**config.mk**
```make
export PLATFORM = sky130hd
export DESIGN_NAME = fc_argmax_classifier_flat
export DESIGN_NICKNAME = d
export VERILOG_FILES = /design/src/rtl/accel_pkg.sv /design/src/rtl/fc_argmax_classifier_if.sv /design/src/rtl/sm_greater_than.sv /design/src/rtl/fc_argmax_classifier.sv /design/src/flat_wrapper.sv
export SDC_FILE = /design/constraint.sdc
export NUM_CORES = 1
export LEC_CHECK = 0
export ABC_AREA = 0
export CAP_MARGIN = 20
export CORE_ASPECT_RATIO = 1.75
export CORE_MARGIN = 2
export CORE_UTILIZATION = 40
export DETAILED_ROUTE_END_ITERATION = 16
export SLEW_MARGIN = 10
export SYNTH_ARGS = -nofsm -noshare
export SYNTH_HDL_FRONTEND = slang
export SYNTH_SLANG_ARGS = --single-unit
```
**constraint.sdc**
```tcl
create_clock -name clk -period 18.3 [get_ports clk]
set_input_delay 3.66 -clock clk [delete_from_list [all_inputs] [get_ports clk]]
set_output_delay 3.66 -clock clk [all_outputs]
set_load 0.03 [all_outputs]
```
**src/rtl/accel_pkg.sv**
```systemverilog
// Shared definitions for the inference-pipeline tail blocks: default sizes,
// sign-magnitude field helpers and the classifier state encoding.
`ifndef ACCEL_SM_MACROS
`define ACCEL_SM_MACROS
`define SM_SIGN(w) ((w)-1)
`define SM_MAG(w) ((w)-2):0
`endif

package accel_pkg;

   localparam int DEF_DATA_WIDTH  = 16;
   localparam int DEF_NUM_CLASSES = 10;

   function automatic int idx_width(input int n);
      return (n <= 2) ? 1 : $clog2(n);
   endfunction

   localparam int DEF_IDX_WIDTH = idx_width(DEF_NUM_CLASSES);

   typedef enum logic [1:0] {
      IDLE = 2'd0,
      SCAN = 2'd1,
      DONE = 2'd2
   } state_t;

endpackage

```
**src/rtl/fc_argmax_classifier_if.sv**
```systemverilog
// Score-capture and result handshake bundle between the FC layer, the
// argmax classifier and the downstream consumer.
interface fc_argmax_classifier_if
   import accel_pkg::*;
#(
   parameter int DATA_WIDTH  = DEF_DATA_WIDTH,
   parameter int NUM_CLASSES = DEF_NUM_CLASSES,
   parameter int IDX_WIDTH   = DEF_IDX_WIDTH
);

   logic                              start;
   logic [NUM_CLASSES*DATA_WIDTH-1:0] scores_in;
   logic                              out_ready;
   logic                              out_valid;
   logic [IDX_WIDTH-1:0]              class_id;
   logic [DATA_WIDTH-1:0]             max_score;
   logic                              busy;
   logic                              overrun;

   modport master (
      output start, scores_in, out_ready,
      input  out_valid, class_id, max_score, busy, overrun
   );

   modport slave (
      input  start, scores_in, out_ready,
      output out_valid, class_id, max_score, busy, overrun
   );

endinterface

```
**src/rtl/sm_greater_than.sv**
```systemverilog
// Combinational strict greater-than for sign-magnitude values; +0 and -0
// compare equal and no arithmetic is done on the operands.
module sm_greater_than
   import accel_pkg::*;
#(
   parameter int DATA_WIDTH = DEF_DATA_WIDTH
) (
   input  logic [DATA_WIDTH-1:0] a,
   input  logic [DATA_WIDTH-1:0] b,
   output logic                  gt
);

   logic                  a_neg;
   logic                  b_neg;
   logic [DATA_WIDTH-2:0] a_mag;
   logic [DATA_WIDTH-2:0] b_mag;
   logic                  a_zero;
   logic                  b_zero;

   assign a_neg  = a[`SM_SIGN(DATA_WIDTH)];
   assign b_neg  = b[`SM_SIGN(DATA_WIDTH)];
   assign a_mag  = a[`SM_MAG(DATA_WIDTH)];
   assign b_mag  = b[`SM_MAG(DATA_WIDTH)];
   assign a_zero = (a_mag == '0);
   assign b_zero = (b_mag == '0);

   // Only the both-zero case needs special handling; a lone -0 falls
   // through the sign/magnitude paths with the correct ordering.
   always_comb begin
      if (a_zero && b_zero) begin
         gt = 1'b0;
      end else if (a_neg != b_neg) begin
         gt = !a_neg;
      end else if (!a_neg) begin
         gt = (a_mag > b_mag);
      end else begin
         gt = (a_mag < b_mag);
      end
   end

endmodule

```
**src/rtl/fc_argmax_classifier.sv**
```systemverilog
// Captures the FC layer's class scores on its done pulse, scans them one per
// cycle and holds the winning index/score under a valid/ready handshake.
module fc_argmax_classifier
   import accel_pkg::*;
#(
   parameter int DATA_WIDTH  = DEF_DATA_WIDTH,
   parameter int NUM_CLASSES = DEF_NUM_CLASSES,
   parameter int IDX_WIDTH   = idx_width(NUM_CLASSES)
) (
   input logic                   clk,
   input logic                   rst,
   fc_argmax_classifier_if.slave bus
);

   localparam logic [IDX_WIDTH-1:0] LAST_IDX = IDX_WIDTH'(NUM_CLASSES - 1);

   logic [DATA_WIDTH-1:0] bank [NUM_CLASSES];
   state_t                state;
   logic [IDX_WIDTH-1:0]  idx;
   logic [IDX_WIDTH-1:0]  best_idx;
   logic [DATA_WIDTH-1:0] best;
   logic [DATA_WIDTH-1:0] cur;
   logic                  cur_gt;
   logic                  load;

   logic                  valid_q;
   logic [IDX_WIDTH-1:0]  class_q;
   logic [DATA_WIDTH-1:0] max_q;
   logic                  busy_q;
   logic                  overrun_q;

   always_comb begin
      cur = '0;
      for (int k = 0; k < NUM_CLASSES; k++) begin
         if (idx == IDX_WIDTH'(k)) begin
            cur = bank[k];
         end
      end
   end

   sm_greater_than #(.DATA_WIDTH(DATA_WIDTH)) u_gt (
      .a  (cur),
      .b  (best),
      .gt (cur_gt)
   );

   // A start is taken when idle, or when it coincides with the result being
   // consumed; any other start is dropped and flagged.
   assign load = bus.start &&
                 ((state == IDLE) || ((state == DONE) && valid_q && bus.out_ready));

   always_ff @(posedge clk or posedge rst) begin
      if (rst) begin
         state     <= IDLE;
         idx       <= '0;
         best_idx  <= '0;
         best      <= '0;
         valid_q   <= 1'b0;
         class_q   <= '0;
         max_q     <= '0;
         busy_q    <= 1'b0;
         overrun_q <= 1'b0;
         for (int k = 0; k < NUM_CLASSES; k++) begin
            bank[k] <= '0;
         end
      end else begin
         overrun_q <= bus.start && !load && (state != IDLE);
         if (load) begin
            for (int k = 0; k < NUM_CLASSES; k++) begin
               bank[k] <= bus.scores_in[DATA_WIDTH*k +: DATA_WIDTH];
            end
            best     <= bus.scores_in[DATA_WIDTH-1:0];
            best_idx <= '0;
            idx      <= IDX_WIDTH'(1);
            state    <= SCAN;
            busy_q   <= 1'b1;
            valid_q  <= 1'b0;
         end else begin
            case (state)
               IDLE: ;
               SCAN: begin
                  if (cur_gt) begin
                     best     <= cur;
                     best_idx <= idx;
                  end
                  if (idx == LAST_IDX) begin
                     state   <= DONE;
                     valid_q <= 1'b1;
                     class_q <= cur_gt ? idx : best_idx;
                     max_q   <= cur_gt ? cur : best;
                  end else begin
                     idx <= idx + 1'b1;
                  end
               end
               DONE: begin
                  if (valid_q && bus.out_ready) begin
                     state   <= IDLE;
                     valid_q <= 1'b0;
                     busy_q  <= 1'b0;
                  end
               end
               default: begin
                  state   <= IDLE;
                  valid_q <= 1'b0;
                  busy_q  <= 1'b0;
               end
            endcase
         end
      end
   end

   assign bus.out_valid = valid_q;
   assign bus.class_id  = class_q;
   assign bus.max_score = max_q;
   assign bus.busy      = busy_q;
   assign bus.overrun   = overrun_q;

endmodule

```
**src/flat_wrapper.sv**
```systemverilog
// flat-port wrapper written by rule: the top's interface ports become plain ports
module fc_argmax_classifier_flat import accel_pkg::*;
#(
   parameter int DATA_WIDTH  = DEF_DATA_WIDTH,
   parameter int NUM_CLASSES = DEF_NUM_CLASSES,
   parameter int IDX_WIDTH   = idx_width(NUM_CLASSES)
)
  (clk, rst, bus_start, bus_scores_in, bus_out_ready, bus_out_valid, bus_class_id, bus_max_score, bus_busy, bus_overrun);
  fc_argmax_classifier_if #(.DATA_WIDTH(DATA_WIDTH), .NUM_CLASSES(NUM_CLASSES), .IDX_WIDTH(IDX_WIDTH)) bus_i ();
  input logic clk;
  input logic rst;
  input wire logic [$bits(bus_i.start)-1:0] bus_start;
  input wire logic [$bits(bus_i.scores_in)-1:0] bus_scores_in;
  input wire logic [$bits(bus_i.out_ready)-1:0] bus_out_ready;
  output wire logic [$bits(bus_i.out_valid)-1:0] bus_out_valid;
  output wire logic [$bits(bus_i.class_id)-1:0] bus_class_id;
  output wire logic [$bits(bus_i.max_score)-1:0] bus_max_score;
  output wire logic [$bits(bus_i.busy)-1:0] bus_busy;
  output wire logic [$bits(bus_i.overrun)-1:0] bus_overrun;
  assign bus_i.start = bus_start;
  assign bus_i.scores_in = bus_scores_in;
  assign bus_i.out_ready = bus_out_ready;
  assign bus_out_valid = bus_i.out_valid;
  assign bus_class_id = bus_i.class_id;
  assign bus_max_score = bus_i.max_score;
  assign bus_busy = bus_i.busy;
  assign bus_overrun = bus_i.overrun;
  fc_argmax_classifier #(.DATA_WIDTH(DATA_WIDTH), .NUM_CLASSES(NUM_CLASSES), .IDX_WIDTH(IDX_WIDTH)) u_core (.clk(clk), .rst(rst), .bus(bus_i));
endmodule
```
# Word level (Yosys, flattened, before mapping)
# Cells that the tools add are included.
[word_totals] reg_bits=209 latchBits=0 ramBits=0 romBits=0 inputBits=164 wordCells=93 mem_count=0
[op_classes] add_sub_neg=1 multipliers=0 div_mod_pow=0 n_lt_le_gt_ge=2 eq_ne=17 shifts=0 mux=32 bitwise=1 reduce_logical=21
[ops] operator="2-to-1 mux 16 bit" count=13
[ops] operator="zero test 15 bit" count=2
[ops] operator="2-to-1 mux 4 bit" count=6
[ops] operator="equality test 4 x 3 -> 1 bit, second input constant" count=4
[ops] operator="greater-than comparator 15 bit" count=1
[ops] operator="less-than comparator 15 bit" count=1
[ops] operator="equality test 4 x 2 -> 1 bit, second input constant" count=2
[ops] operator="equality test 4 bit, second input constant" count=2
[ops] operator="logical AND 1 bit" count=7
[ops] operator="2-to-1 mux 1 bit" count=7
[ops] operator="2-to-1 mux 2 bit" count=3
[ops] operator="inequality test 2 x 1 -> 1 bit, second input constant" count=3
[ops] operator="case mux 2 bit (3 select lines)" count=1
[ops] operator="AND reduction 3 bit" count=2
[ops] operator="adder 4 x 1 -> 4 bit, second input constant" count=1
[ops] operator="equality test 4 x 1 -> 1 bit, second input constant" count=1
[ops] operator="zero test 4 bit" count=1
[ops] operator="AND reduction 2 bit" count=2
[ops] operator="nonzero test 2 bit" count=2
[ops] operator="inequality test 3 x 1 -> 1 bit, second input constant" count=1
[ops] operator="inequality test 3 x 2 -> 1 bit, second input constant" count=1
[ops] operator="case mux 1 bit (3 select lines)" count=1
[ops] operator="equality test 2 x 1 -> 1 bit, second input constant" count=1
[ops] operator="equality test 2 bit, second input constant" count=1
[ops] operator="other kinds (7)" count=8

# Depth between registers and ports, before layout
# Gate-level depths: netlist of run 1.
[depth] ltp_word=18 depth_mapped=21

# Modules after synthesis
# From an unflattened synthesis of run 1, not the netlist that was laid out.
[hier_totals] hier_cells=1006 hier_area_um2=10714.0
[by_module_without_submodules] module="fc_argmax_classifier" n_inst=1 cells_each=940 area_per_inst_um2=10249.8 seq_area_each_um2=5205.0
[by_module_without_submodules] module="sm_greater_than" n_inst=1 cells_each=66 area_per_inst_um2=464.2 seq_area_each_um2=0.0

# Worst setup path before layout of run 1
# No wires, ideal clock.
[synth_path] kind="input-to-reg" startpoint="in bus_out_ready" endpoint="reg u_core.best[0]" setup_time_ns=0.080 t_arrival_ns=5.059 required_ns=18.220 path_slack_ns=13.160 cell_stages=8 path_buffers=3 path_cell_list="inv_1 > a21oi_1 > and2_1 > clkbuf_1 > buf_1 > clkbuf_1 > nand2_1 > o211ai_2"
[synth_between] elab_chain_cells=4 word_cells_on_any_way=5
[synth_lines] item="from (decl)" line="flat_wrapper.sv:14" text="input wire logic [$bits(bus_i.out_ready)-1:0] bus_out_ready;"
[synth_lines] item="logical AND 1 bit (*)" line="fc_argmax_classifier.sv:50" text="((state == IDLE) || ((state == DONE) && valid_q && bus.out_ready));"
[synth_lines] item="logical OR 1 bit (*)" line="fc_argmax_classifier.sv:50"
[synth_lines] item="logical AND 1 bit (*)" line="fc_argmax_classifier.sv:49" text="assign load = bus.start &&"
[synth_lines] item="2-to-1 mux 16 bit or nonzero test 2 bit (tied branches)"
[synth_lines] item="to (signal assigned)" line="fc_argmax_classifier.sv:72" text="best <= bus.scores_in[DATA_WIDTH-1:0];"
[synth_lines] item="to (signal assigned)" line="fc_argmax_classifier.sv:83" text="best <= cur;"
[synth_lines] item="to (decl)" line="fc_argmax_classifier.sv:21" text="logic [DATA_WIDTH-1:0] best;"
# Every way passes the cells marked *; elsewhere a longest branch is shown, timed or not.
# A chain may end at the register's enable or synchronous reset.

# Worst setup path after layout of run 1
[layout_path] startpoint="in bus_out_ready" endpoint="reg u_core.best[8]"
# The elaborated chain is that of the path after synthesis.

==> results.yml, run 1 <==
global_route:
  grt_start_max_net_pins: 139
  grt.busiest_layer: "met2"
  use_met3_pct: 3.14
  first_global_vias: 9444
  grt_antenna_before_repair: 0
  track_usage_pct: 26.1
  gr-usage-met1_pct: 29.4
  grt_overflow_total: 0
  use_met2_pct: 47.5
  grt_first_pass_wirelength_um: 54800
timing:
  hold_viol_final: 0
  max_slew_margin_pct: 26.5
  setup_viol: 0
  rsz0062_at_grt: "no"
  timing.fmax_mhz: 148
  period_share_pct: 37.0
  clock_skew_ps: 11.1
  drv_slew: 0
  finalCriticalPeriod_ps: 6770
  finalSetupTns_ps: 0
  worst_slew_pin_slew_ps: 1100
  hold-worst-slack_ps: 475
floorplanning:
  die_area_um2: 27200
  start_util_pct: 40.8
  num_rows: 77
  coreArea_um2: 25300
  die_x_um: 125
  io_pins: 187
  die_h_um: 217
cells_and_area:
  drive_gt1_share_pct: 5.50
  syn_to_final_growth_pct: 26.2
  fillers: 2440
  nets: 1532
  finalCoreUtilization_pct: 51.4
  final_cells: 1679
  final_cell_mix: "nand2_1 (460), dfrtp_1 (208), clkdlybuf4s50_1 (186)"
  num_antenna_cells: 0
  final_common_cell: "nand2_1"
logic_synthesis:
  netlist_area_um2: 10300
  syn_avg_cell_area_um2: 8.58
  synth_cells: 1204
  synthTopCellsByArea: "dfrtp_1 (50%), nand2_1 (17%), a21oi_1 (2.6%), o21ai_0 (2.6%), a221oi_1 (2.5%)"
  yosys.area.top_type_share_pct: 50.4
  ys_seq_area_share_pct: 50.4
  synth_top_flop_cell: "dfrtp_1"
  synth_top_area_cell: "dfrtp_1"
  synth-edff-count: 0
  async_flop_share_pct: 100
  yosys_register_bits: 208
  synth_cell_types: 68
  synthesis.nets: 1387
  ys_warn_count: 0
clock_network:
  clock_sinks: 208
  ctsHoldBuffers: 0
  root_buffer: "clkbuf_16"
  clkTransAtPathRegs_ps: 60
  post_cts_buffers: 0
  cts_tree: "built"
  ctsLongestPathBuffers: 3
  cts_buffers: 21
  clk_latency_ps: 510
  cts_max_level: 1
  ctsResizeCount: 0
worst_setup_path:
  worstPathCellList: "clkdlybuf4s50_1, inv_1, a21oi_1, and2_4, buf_6, buf_4, a21oi_2, a221o_1"
  reg2reg_depth: 16
  end_kind: "flop"
  crit_path_start_kind: "input pin"
  cp.required_ps: 18690
  slowest_delay_ps: 760
  critical_path_class: "in -> reg"
  cp.depth: 8
  critPathArrivalTime_ps: 7160
  cp_num_buf_inv: 4
  slowest_stage: "buf_4"
  cp_max_fo: 131
  crit_family: "buffers and inverters"
detailed_routing:
  avgViaCountPerCell: 5.51
  via_count: 9247
  wl_um: 35800
  drt_iter0_drc: 753
  ant_nets: 0
  routedWlPerCell_um: 21.3
  drc: 0
  first_pass_iters: 7
power:
  ir_drop_mv: 0.155
  powerDensity_nw_per_um2: 203
  leakagePower_nw: 6.12
  power_mw: 2.65
min_path:
  holdPathStages: 2
  hold_path_class: "reg -> reg"
placement:
  place_congestion: 0.900
  hpwl_um: 26100
  placedCellCount: 1641
  numPortBuffers: 186
run:
  max-cap-violations: 0
status:
  status: "finished, final reports clean"
-- per-layer routing --
layer	routed length, µm	vias to the layer above
met3	1940	83
li1	-	4348
met1	12800	4479
met2	18900	337
met4	2140	0
met5	0	-
-- synth_stat cells, drive strengths merged (6+ instances only) --
cell      n
a211oi    8
o22ai    10
nand2b    7
buf      28
o311ai    6
ha       19
a21oi    55
a221oi   29
a21o     15
dfrtp   208
and3      9
inv      53
a221o    20
nor2     28
clkbuf   53
nand3    46
a22oi     7
nand2   461
o21ai    58
nor2b    10
nor4      7
-- kinds of logic after synthesis --
family	synth area share, %
flops	50.4
buf+inv	5.60
mux	0.0969
fa+ha+maj	2.30
xor+xnor	0.254
simple gates	24.5
compound gates	16.8
-- report_power, final --
part	total [mW]	internal, mW	switching (mW)
Sequential	0.833	0.677	0.156
Clock	0.425	0.241	0.184
Combinational	1.39	0.499	0.889
-- state kept, by name (all words and copies together), names as in the netlist --
name                  cells
u_core.best_idx           4
u_core.idx                4
u_core.state              2
u_core.bus.overrun        1
u_core.bank             160
u_core.bus.class_id       4
u_core.bus.busy           1
u_core.best              16
u_core.bus.max_score     16
-- area by class of cell --
cell class	instances	area [µm²]	share of cell area, %
flip-flops and latches	208	5200	39.9
multi-input cells	862	4560	35.0
repair buffers	203	2000	15.4
clock buffers	34	644	4.94
well taps	316	395	3.03
inverters	53	206	1.58
clock inverters	3	18.8	0.144
-- stage by stage --
stage	area [µm²]	setup WS (ps)
after floorplan	10300	8960
after global placement	12300	10860
after detailed placement	12400	10790
after CTS	13000	11310
after global routing	13000	11210
final	13000	11530
-- worst register-to-register path, delay by kind of cell (launching register included) --
family                   cells  cell delay [ps]
AND/OR/NAND/NOR              3             1140
flip-flops                   1              460
buffers and inverters        4              910
AO/OA/AOI/OAI                7             2190
adder cells (fa/ha/maj)      2              610
-- path summary, 6_finish.rpt --
| kind | startpoint | end | slack, ps |
|---|---|---|---|
| worst max register to register | u_core.idx[0]$_DFFE_PP0P_ | u_core.best[4]$_DFFE_PP0P_ | 12860 |
| worst min register to register | u_core.bank[53]$_DFFE_PP0P_ | u_core.bank[53]$_DFFE_PP0P_ | 470 |
| max in group asynchronous | rst | u_core.bank[33]$_DFFE_PP0P_ | 12950 |
| min in group asynchronous | rst | u_core.bus.busy$_DFFE_PP0P_ | 3760 |
| worst max-delay path | bus_out_ready | u_core.best[8]$_DFFE_PP0P_ | 11530 |
| worst min-delay path | u_core.bank[53]$_DFFE_PP0P_ | u_core.bank[53]$_DFFE_PP0P_ | 470 |
No activity file was read; power rests on OpenSTA's default activity.
==> inputs of run 2 (changes only) <==
==> constraint.sdc (replaced) <==
create_clock -name clk -period 6.3 [get_ports clk]
set_input_delay 1.26 -clock clk [delete_from_list [all_inputs] [get_ports clk]]
set_output_delay 1.26 -clock clk [all_outputs]
set_load 0.03 [all_outputs]
==> results.yml, run 2 (synthesis results as in run 1) <==
status:
  status: "finished, final reports clean"
cells_and_area:
  num_antenna_cells: 0
  final_cell_mix: "nand2_1 (460), dfrtp_1 (208), clkdlybuf4s50_1 (186)"
  syn_to_final_growth_pct: 27.4
  nets: 1537
  largest_reg_flops: 160
  fin_area_um2: 13200
  largest_register: "u_core.bank"
  drive_gt1_share_pct: 6.07
  final_common_cell: "nand2_1"
worst_setup_path:
  cp_num_buf_inv: 4
  slowest_stage: "ha_2"
  crit_path_start_kind: "flop"
  r2r_setup_slack_ps: 1070
  r2r_start: "u_core.idx[1]$_DFFE_PP0P_"
  cp_max_fo: 35
  crit_family: "compound AO/OA/AOI/OAI gates"
  worstPathCellList: "inv_1, ha_2, nor2b_2, buf_4, a221o_1, a221oi_1, o21ai_0, inv_1, ha_1, nand2b_1, a21oi_1, o221ai_1, nand3_1, a211o_1, nor3_4, buf_4, a221o_1"
  reg2reg_to: "u_core.best[5]$_DFFE_PP0P_"
  end_kind: "flop"
  reg2reg_depth: 17
  critical_path_class: "reg -> reg"
  cp.required_ps: 6750
  critPathArrivalTime_ps: 5680
  slowest_delay_ps: 580
timing:
  finalSetupTns_ps: 0
  worst_slew_pin_slew_ps: 994
  timing.fmax_mhz: 191
  finalCriticalPeriod_ps: 5230
  rsz0062_at_grt: "no"
  setup_viol: 0
  max_slew_margin_pct: 33.5
  clock_skew_ps: 8.19
  drv_slew: 0
  period_share_pct: 83.0
  hold_viol_final: 0
clock_network:
  ctsHoldBuffers: 0
  post_cts_buffers: 0
  root_buffer: "clkbuf_16"
  clkTransAtPathRegs_ps: 70
  cts_max_level: 1
  clock_sinks: 208
  cts_buffers: 21
  cts_tree: "built"
  clk_latency_ps: 510
  ctsResizeCount: 0
  ctsLongestPathBuffers: 3
global_route:
  grt_antenna_before_repair: 0
  track_usage_pct: 26.8
  grt_overflow_total: 0
  grt_start_max_net_pins: 102
  grt_first_pass_wirelength_um: 56100
  first_global_vias: 9704
detailed_routing:
  routedWlPerCell_um: 21.8
  first_pass_iters: 7
  ant_nets: 0
  drt_iter0_drc: 886
  via_count: 9329
  wl_um: 36800
  wl_met3_um: 1630
  top_layer_used: "met4"
  avgViaCountPerCell: 5.54
  drt-met1-wl_um: 13200
  drc: 0
  route.met2.wl_um: 20200
floorplanning:
  die_h_um: 217
  die_x_um: 125
  coreArea_um2: 25300
  num_rows: 77
  start_util_pct: 40.8
  io_pins: 187
  die_area_um2: 27200
placement:
  dpl-instance-area_um2: 12400
  hpwl_um: 27700
  numPortBuffers: 186
  place_congestion: 0.887
min_path:
  worstHoldStart: "u_core.bank[16]$_DFFE_PP0P_"
  holdPathStages: 2
  hold_path_class: "reg -> reg"
  whs_endpoint: "u_core.bank[16]$_DFFE_PP0P_"
power:
  leakagePower_nw: 6.18
  powerDensity_nw_per_um2: 600
  ir_drop_mv: 0.341
run:
  max-cap-violations: 0
run 2: changes by cell type in the layout (fill, tap and decap cells not counted), moves of 2 or more:
cell and delta:
buf_6 -2, clkbuf_8 -4, buf_4 +6, buf_12 +2, clkbuf_1 -3, clkinv_2 +2
bufinv_16 +4
run 2: worst max-delay path by stage:
stage	start	depth (start not counted)	slack (ps)	to
final	u_core.idx[1]$_DFFE_PP0P_	17	1070	u_core.best[5]$_DFFE_PP0P_
after global routing	u_core.idx[1]$_DFFE_PP0P_	17	880	u_core.best[13]$_DFFE_PP0P_
after CTS	u_core.idx[1]$_DFFE_PP0P_	17	1150	u_core.best[5]$_DFFE_PP0P_
after detailed placement	u_core.idx[1]$_DFFE_PP0P_	17	1190	u_core.best[5]$_DFFE_PP0P_
after global placement	u_core.idx[1]$_DFFE_PP0P_	17	1250	u_core.best[13]$_DFFE_PP0P_
after floorplan	u_core.idx[0]$_DFFE_PP0P_	17	2300	u_core.best[9]$_DFFE_PP0P_
run 2: tightest hold or removal path, delay by kind of cell, from the launching register on:
kind             cells  cell delay (ps)
DFF                  1              340
and+or+nand+nor      2              100
run 2: cell type report:
class                      instances  area [µm²]
sequential                       208        5200
timing repair buffer             208        2050
tap                              316         395
clock buffer                      27         578
clock inverter                    10         158
inverter                          53         203
fill                            2434       12200
multi-input combinational        862        4560
run 2: stage by stage:
step                cells  power [mW]  utilization [%]  hold WS [ps]  setup WS [ps]
finish               1684        7.89             51.9           475           1070
floorplan            1204        5.02                -           437           2300
global route         1684        8.37             51.9           495            884
global placement     1647        6.46             49.0           452           1250
detailed placement   1647        6.50             49.0           455           1190
CTS                  1684        7.87             51.9           470           1150
run 2: power breakdown:
part	internal, mW	total (mW)	switching (mW)
logic	1.47	4.03	2.56
clock network	0.814	1.35	0.537
registers	1.97	2.51	0.545
total	4.25	7.89	3.64
run 2: routing by layer:
metal  global-route usage, %  vias to the layer above
li1                        -                     4362
met3                    2.44                       94
met2                    51.2                      359
met1                    29.8                     4514
met5                       0                        -
met4                    12.0                        0
==> edit: new RTL, settings of run 2 <==
Change the package constant `DEF_DATA_WIDTH` from 16 to 14.
--- a/src/rtl/accel_pkg.sv
+++ b/src/rtl/accel_pkg.sv
@@ -8,7 +8,7 @@
 
 package accel_pkg;
 
-   localparam int DEF_DATA_WIDTH  = 16;
+   localparam int DEF_DATA_WIDTH  = 14;
    localparam int DEF_NUM_CLASSES = 10;
 
    function automatic int idx_width(input int n);
Interface: changed (resized bus_max_score and bus_scores_in); port bits go from 187 to 165. The function was not compared with the original's and may differ.
==> edit against run 2 <==
Routed wire length shrank 11%. Power down 9.0%. First-iteration DRC count down 19%. Design area decreased by 9.3%. Sequential cell count down 24. Area after synthesis is 8.1% lower. Clock skew up 1.6 ps. Worst setup slack got worse by 330 ps.
==> edit: results <==
setup_path:
  crit_fanout: 54
  r2r_cells: 15
  cp-endpoint: "u_core.best_idx[3]"
  critical_path_arrival_ps: 5890
  slowest_delay_ps: 830
layout:
  n_all_inverters: 34
  drive_gt1_share_pct: 6.84
  final.clkbuf_count: 20
  nonClkBufAreaFrac_pct: 15.4
  num-nets-final: 1391
  multi_input_area_um2: 4380
  n_sequential_cell: 184
  regArea_um2: 4600
  nFillCells: 2254
  signal_buffers: 187
  clk_share_pct: 4.94
synth:
  postSynthAreaPerCell_um2: 8.61
  synth_area_leaders: "dfrtp_1 (49%), nand2_1 (17%), a21oi_1 (2.4%)"
  ys_top_cells_by_count: "nand2_1 (424), dfrtp_1 (184), nor2_1 (49)"
  ys_seq_area_share_pct: 48.5
cts:
  cts_made_buffers: 17
  clock_path_buffers: 2
global_routing:
  grt_max_degree: 103
  grt_pass1_vias: 8567
  gr-usage-met2_pct: 47.8
  track_usage_pct: 26.7
hold_path:
  min_from: "u_core.bank[51]"
  holdPathEnd: "u_core.bank[51]"
placed_design:
  finalWeightedCongestion: 0.929
  placedCellCount: 1515
  numPortBuffers: 164
  place_area_um2: 11300
  dpl.hpwl_um: 24600
detailed_routing:
  vias: 8524
  drtIter0Drc: 719
  wl_met2_um: 17500
  first_pass_iters: 5
  viasPerCell: 5.51
  drt-total-wl_um: 32700
status:
  status: "completed"
pwr:
  swShare_pct: 47.9
  p_leak_nw: 5.47
sta:
  finClkSkew_ps: 9.82
  timing.hold.ws_ps: 476
edit: cell types whose count changed after synthesis, sizes merged, moves of 10 or more:
cell / delta
nand3: -41
nand2: -37
dfrtp: -24
nor2: +22
inv: -19
a221o: -17
clkbuf: -15
a21o: -12
buf: +12
o31ai: +10
edit: cell families (layout without fill, tap and decap cells):
| logic type | after synthesis | after routing | share of synthesized area [%] |
|---|---|---|---|
| AO/OA/AOI/OAI | 231 | 231 | 17.9 |
| buffers and inverters | 112 | 253 | 5.59 |
| XOR/XNOR | 3 | 3 | 0.277 |
| adder cells (fa/ha/maj) | 17 | 17 | 2.24 |
| flip-flops | 184 | 184 | 48.5 |
| AND/OR/NAND/NOR | 550 | 550 | 25.0 |
| multiplexers | 5 | 5 | 0.540 |
edit: power by group through the flow:
stage	logic, mW	clock network (mW)	registers [mW]
after global routing	4.18	1.16	2.30
after floorplan	2.69	0	2.13
after global placement	3.74	0	2.27
after CTS	3.80	1.11	2.25
after detailed placement	3.78	0	2.26
final	3.83	1.10	2.26
